`src/rtl/serial_subtractor.sv`:
```
// Bit-serial subtractor: a - b - bin, one bit per cycle, LSB first, via a 3-state FSM.
// Define SERIAL_SUBTRACTOR_OVF_EN to add the registered signed-overflow output ovf.
module serial_subtractor #(
  parameter int unsigned WIDTH = 8
) (
  input  logic             clk,
  input  logic             rst_n,
  input  logic             start,
  input  logic [WIDTH-1:0] a,
  input  logic [WIDTH-1:0] b,
  input  logic             bin,
  output logic             busy,
  output logic             done,
  output logic [WIDTH-1:0] diff,
  output logic             bout
`ifdef SERIAL_SUBTRACTOR_OVF_EN
  ,
  output logic             ovf
`endif
);

  localparam int unsigned CntW = (WIDTH > 1) ? $clog2(WIDTH) : 1;
  localparam logic [CntW-1:0] LastCnt = CntW'(WIDTH - 1);

  typedef enum logic [1:0] {StIdle, StRun, StDone} state_e;

  state_e           state_q;
  logic [WIDTH-1:0] a_q;
  logic [WIDTH-1:0] b_q;
  logic             br_q;
  logic [CntW-1:0]  cnt_q;

  logic             d_bit;
  logic             br_next;
  logic [WIDTH:0]   diff_ext;

  // Operands shift right so bit 0 of each register is always the bit being processed.
  assign d_bit    = a_q[0] ^ b_q[0] ^ br_q;
  assign br_next  = (~a_q[0] & b_q[0]) | (~(a_q[0] ^ b_q[0]) & br_q);
  assign diff_ext = {d_bit, diff};

  always_ff @(posedge clk or negedge rst_n) begin
    if (!rst_n) begin
      state_q <= StIdle;
      a_q     <= '0;
      b_q     <= '0;
      br_q    <= 1'b0;
      cnt_q   <= '0;
      busy    <= 1'b0;
      done    <= 1'b0;
      diff    <= '0;
      bout    <= 1'b0;
`ifdef SERIAL_SUBTRACTOR_OVF_EN
      ovf     <= 1'b0;
`endif
    end else begin
      case (state_q)
        StIdle: begin
          if (start) begin
            a_q     <= a;
            b_q     <= b;
            br_q    <= bin;
            cnt_q   <= '0;
            diff    <= '0;
            busy    <= 1'b1;
            state_q <= StRun;
          end
        end
        StRun: begin
          a_q   <= a_q >> 1;
          b_q   <= b_q >> 1;
          br_q  <= br_next;
          diff  <= diff_ext[WIDTH:1];
          cnt_q <= cnt_q + 1'b1;
          if (cnt_q == LastCnt) begin
            busy    <= 1'b0;
            done    <= 1'b1;
            bout    <= br_next;
`ifdef SERIAL_SUBTRACTOR_OVF_EN
            // br_q is the borrow into the MSB on this final step.
            ovf     <= br_q ^ br_next;
`endif
            state_q <= StDone;
          end
        end
        StDone: begin
          done    <= 1'b0;
          state_q <= StIdle;
        end
        default: begin
          state_q <= StIdle;
        end
      endcase
    end
  end

endmodule

```
`config.mk`:
```
export PLATFORM = sky130hd
export DESIGN_NAME = serial_subtractor
export DESIGN_NICKNAME = d
export VERILOG_FILES = /design/src/rtl/serial_subtractor.sv
export SDC_FILE = /design/constraint.sdc
export NUM_CORES = 1
export LEC_CHECK = 0
export CORE_MARGIN = 5
export CORE_UTILIZATION = 50
export CTS_BUF_LIST = sky130_fd_sc_hd__clkbuf_2
export DETAILED_ROUTE_END_ITERATION = 10
export MAX_ROUTING_LAYER = met4
export PLACE_DENSITY = 0.9
export SLEW_MARGIN = 15
export SYNTH_ARGS = -nofsm -noshare
export SYNTH_HDL_FRONTEND = slang
export SYNTH_SLANG_ARGS = --single-unit
```
`constraint.sdc`:
```
create_clock -name clk -period 2.1 [get_ports clk]
set_input_delay 0.42 -clock clk [delete_from_list [all_inputs] [get_ports clk]]
set_output_delay 0.42 -clock clk [all_outputs]
set_load 0.01 [all_outputs]
```
# == Word level (Yosys, flattened, before mapping) ==
# Cells that the tools add are included.
# word_totals
wordCells,48
regBits,33
output_inout_bits,11
# op_classes
bitwise_logic,7
muxes,18
addsub,1
n_eq_ne,5
reduce_logical,8
# op_table
op,count
8-bit one-hot mux with 2 select lines,3
8-bit two-way mux,3
2-bit AND reduction,4
1-bit one-hot mux with 2 select lines,3
3-bit one-hot mux with 2 select lines,1
1-bit two-way mux,4
2-bit two-way mux,2
"2-bit != test, second input constant",2
2-bit one-hot mux with 2 select lines,1
2-bit nonzero test,2
"3-bit by 1-bit adder with 3-bit output, second input constant",1
"3-bit == test, second input constant",1
3-bit two-way mux,1
3-bit AND reduction,1
1-bit AND,2
"2-bit by 1-bit == test with 1-bit output, second input constant",1
"2-bit == test, second input constant",1
2-bit logical NOT,1
1-bit NOT,2
1-bit bitwise XOR,2
1-bit bitwise OR,1

# == Depth between registers and ports, before layout ==
# depth
depth_word,5
depth_mapped,5
mapped_depth_nobuf,5

# == Worst setup path after synthesis ==
# OpenSTA, ideal clock, no wires.
# synth_timing
path_kind,register to register
start,reg a_q[0]
end,reg br_q
arrival_ns,1.063
path_slack_ns,0.933
stages_incl_launch_ff,3
n_path_buf,0
period_less_slack_ns,1.167
cell_sequence,dfrtp_1 fa_1 a221oi_1
# synth_between
elab_chain_len,5
word_cells_on_any_way,7
classes_between,mux: 1; bitwise: 6
# synth_lines
item,line,text
from (decl),28,logic [WIDTH-1:0] a_q;
from (signal assigned),70,a_q <= a_q >> 1;
1-bit bitwise XOR,39,assign br_next = (~a_q[0] & b_q[0]) | (~(a_q[0] ^ b_q[0]) & br_q);
1-bit NOT,39,
1-bit AND,39,
1-bit bitwise OR (*),39,
1-bit one-hot mux with 2 select lines (*),57,case (state_q)
to (signal assigned),62,br_q <= bin;
to (signal assigned),72,br_q <= br_next;
to (decl),30,logic br_q;
# Mark *: on every way between the ends. The rest lies on a longest branch, timed or not.
# A chain may end at the register's enable or synchronous reset.

# == Final worst setup path ==
# layout_timing
start,reg diff[3]
end,out diff[3]
# layout_rtl
item,line,text
from (decl),14,"output logic [WIDTH-1:0] diff,"
from (signal assigned),73,diff <= diff_ext[WIDTH:1];
# No word-level cell between the ends.

==> impl_metrics.csv <==
group,metric,value,unit
status,status,"complete, no violations",
synthesis,yosysWarnings,0,
die,rows,19,
clocking,cts_hold_buf,0,
pwr,pwr-share-comb,39.5,%
synthesis,ys_ff_latch,33,
worst_setup_path,critPathBufInv,1,
synthesis,synth_area_leaders,"dfrtp_1 56%, a22o_1 5.9%, o22ai_1 5.5%",
timing,fmax,0.555,GHz
timing,hold_viol,0,
synthesis,syn_nets,158,
pwr,power_density,1390,nW/um^2
routing,wirelength,3.17,mm
timing,fin_tns_setup,0,ns
worst_setup_path,crit_chain,"clkdlybuf4s50_1",
placed_design,placedCellCount,192,
routing,drcViolationCount,0,
worst_setup_path,worst-path-max-fanout,3,
routing,drt-pass1-iter-count,4,
finish,instances_no_fill,200,
timing,fin_crit,1.80,ns
timing,relSlewSlack,73.1,%
clocking,cts_made_buffers,5,
timing,finalSetupViolCount,0,
synthesis,synth_cell_types,26,
timing,final_max_slew_viol_count,0,
synthesis,syn-cell-area,1480,sq um
pwr,internal-power,0.00164,W
placed_design,hpwlAfterDp,2.26,mm
synthesis,syn_avg_cell_area,11.0,sq um
timing,worstMarginPinSlew,0.402,ns
die,die_h,64.5,um
grt,antenna_found_initial,0,
clocking,path_clk_slew,0.18,ns
die,start_util,52.9,%
worst_setup_path,worstPathArrival,1.38,ns
worst_setup_path,slowest_stage,"clkdlybuf4s50_1",
worst_setup_path,critPathRequiredTime,1.68,ns
routing,routedWlPerCell,15.8,um
routing,highest_layer,"met4",
clocking,cts_setup_buffers,0,
worst_setup_path,critPathLaunch,"diff[3]",
synthesis,yosys.area.top_type,"dfrtp_1",
die,die_w,64.5,um
clocking,htree_levels,2,
die,core_area,2810,sq um
pwr,p_leak,0.826,nW
synthesis,syn_inst,135,
grt,grt_pass1_wl,5.55,mm
routing,vias,1180,
routing,drt_iter0_drc,49,
pwr,total_power,0.00258,W
routing,vias_per_cell,5.90,
grt,grt_pass1_vias,1272,
finish,fillers,254,
finish,areaGrowthSynthToFinish,25.2,%
clocking,post_cts_resized,0,
pwr,p_sw,0.000935,W
timing,rsz0062_at_grt,"false",
worst_setup_path,critPathMaxStageDelay,0.56,ns
worst_hold_path,hold_path_class,"primary input to asynchronous set/reset pin",
worst_setup_path,crit_family,"buffers and inverters",
clocking,clock_latency,0.40,ns
finish,fin_util,66.2,%
timing,fin_skew,0.0238,ns
synthesis,yosysSeqAreaShare,55.7,%
die,io_pins,31,
timing,whs,0.391,ns
clocking,ctsLongestPathBuffers,2,
finish,layout_common_cells,"33 x dfrtp_1, 30 x clkdlybuf4s50_1, 15 x a21oi_1",
worst_setup_path,cp-end-kind,"primary output",
pwr,pwr-share-clk,16.5,%
finish,drive_gt1_share,10.7,%
pwr,p_seq_share,44.0,%
grt,grt_max_degree,34,
routing,wl_met2,1.62,mm
timing,fin_crit_sh,85.8,%
finish,final_nets,191,
placed_design,gp_congestion,0.777,
grt,gr-total-overflow,0,
pwr,ir_drop,0.000742,V
worst_setup_path,critPathLaunchType,"register",
clocking,clock-sinks,33,
routing,ant_nets,0,
finish,seqCellArea,826,sq um
job,cap_violations,0,
worst_setup_path,r2r-start,"state_q[0]",
routing,wl_met1,1.31,mm
finish,multiInputGateArea,539,sq um
finish,layout.cells.most_common,"dfrtp_1",
pwr,switching_share,36.3,%
worst_setup_path,worstSetupPathType,"register to primary output",
routing,dr_wl_met3,185,um
synthesis,yosys.area.top_type_share,55.7,%
clocking,cts_tree,"done",
grt,grt_use_total,17.6,%
die,dieArea,4150,sq um
clocking,root_buffer,"clkbuf_2",
placed_design,port_buffers,30,
finish,antenna_cells,0,
-- power groups by stage --
stage / clock, W / sequential (W) / combinational, W
global placement: 0 / 0.00113 / 0.000966
detailed placement: 0 / 0.00115 / 0.00103
finish: 0.000426 / 0.00113 / 0.00102
floorplan: 0 / 0.00111 / 0.000693
global route: 0.000455 / 0.00117 / 0.00114
CTS: 0.000429 / 0.00113 / 0.00103
-- state kept, by name, summed over array words and instances, names as in the netlist --
name and flops:
cnt_q 3, state_q 2, done 1, a_q 8, diff 8, busy 1
br_q 1, b_q 8, bout 1
-- path summary, 6_finish.rpt --
| path | cells after the start | slack, ns | endpoint |
|---|---|---|---|
| setup reg to reg | 4 | 0.69 | diff[2] |
| min in group clk | 1 | 0.52 | b_q[7] |
| hold / removal | 2 | 0.39 | diff[2] |
| hold reg to reg | 1 | 0.52 | b_q[7] |
| setup / recovery | 1 | 0.30 | diff[3] |
| max in group asynchronous | 2 | 1.40 | a_q[4] |
-- worst reg2reg max path, stage by stage, from the launching register on --
cell and delay [ns]:
dfrtp_1 0.62, inv_2 0.07, nor2_1 0.35, buf_4 0.22, a22o_1 0.12
-- area by class of cell --
cell class	count	share of cell area (%)
sequential	33	44.5
multi-input combinational	81	29.0
timing repair buffer	36	18.6
clock inverter	3	2.22
inverter	11	2.22
tap	31	2.09
clock buffer	5	1.35
-- through the flow --
step                area (sq um)  setup slack [ns]
finish                      1860             0.298
global route                1860             0.231
CTS                         1860             0.276
detailed placement          1790             0.301
global placement            1790             0.347
floorplan                   1480             0.933
-- cells by family after synthesis --
logic type	after synthesis	synth area share, %
AO/OA/AOI/OAI	54	25.2
flip-flops	33	55.7
AND/OR/NAND/NOR	24	8.10
buffers and inverters	21	7.93
adder cells (fa/ha/maj)	3	3.04
-- cells in the mapped netlist --
master     number
o21ba_1         1
o2bb2ai_1       6
a22o_1         10
o21ai_1         4
dfrtp_1        33
nand2b_1        2
nor2b_1         1
nand2_1         5
a32o_1          1
inv_2           2
a21oi_1        15
inv_1           9
buf_4           3
ha_1            2
fa_1            1
nor4b_1         2
nor2_1         11
buf_2           4
o21ai_0         2
o22ai_1        13
nor3_2          1
buf_6           3
nor2_2          1
o21bai_4        1
a221oi_1        1
nand3b_1        1
-- per-layer routing --
metal	vias to the layer above	track usage (%)
met1	576	20.2
met5	-	-
met3	5	5.01
met4	0	8.97
li1	556	-
met2	43	28.2
Power figures use the tool's default switching activity.
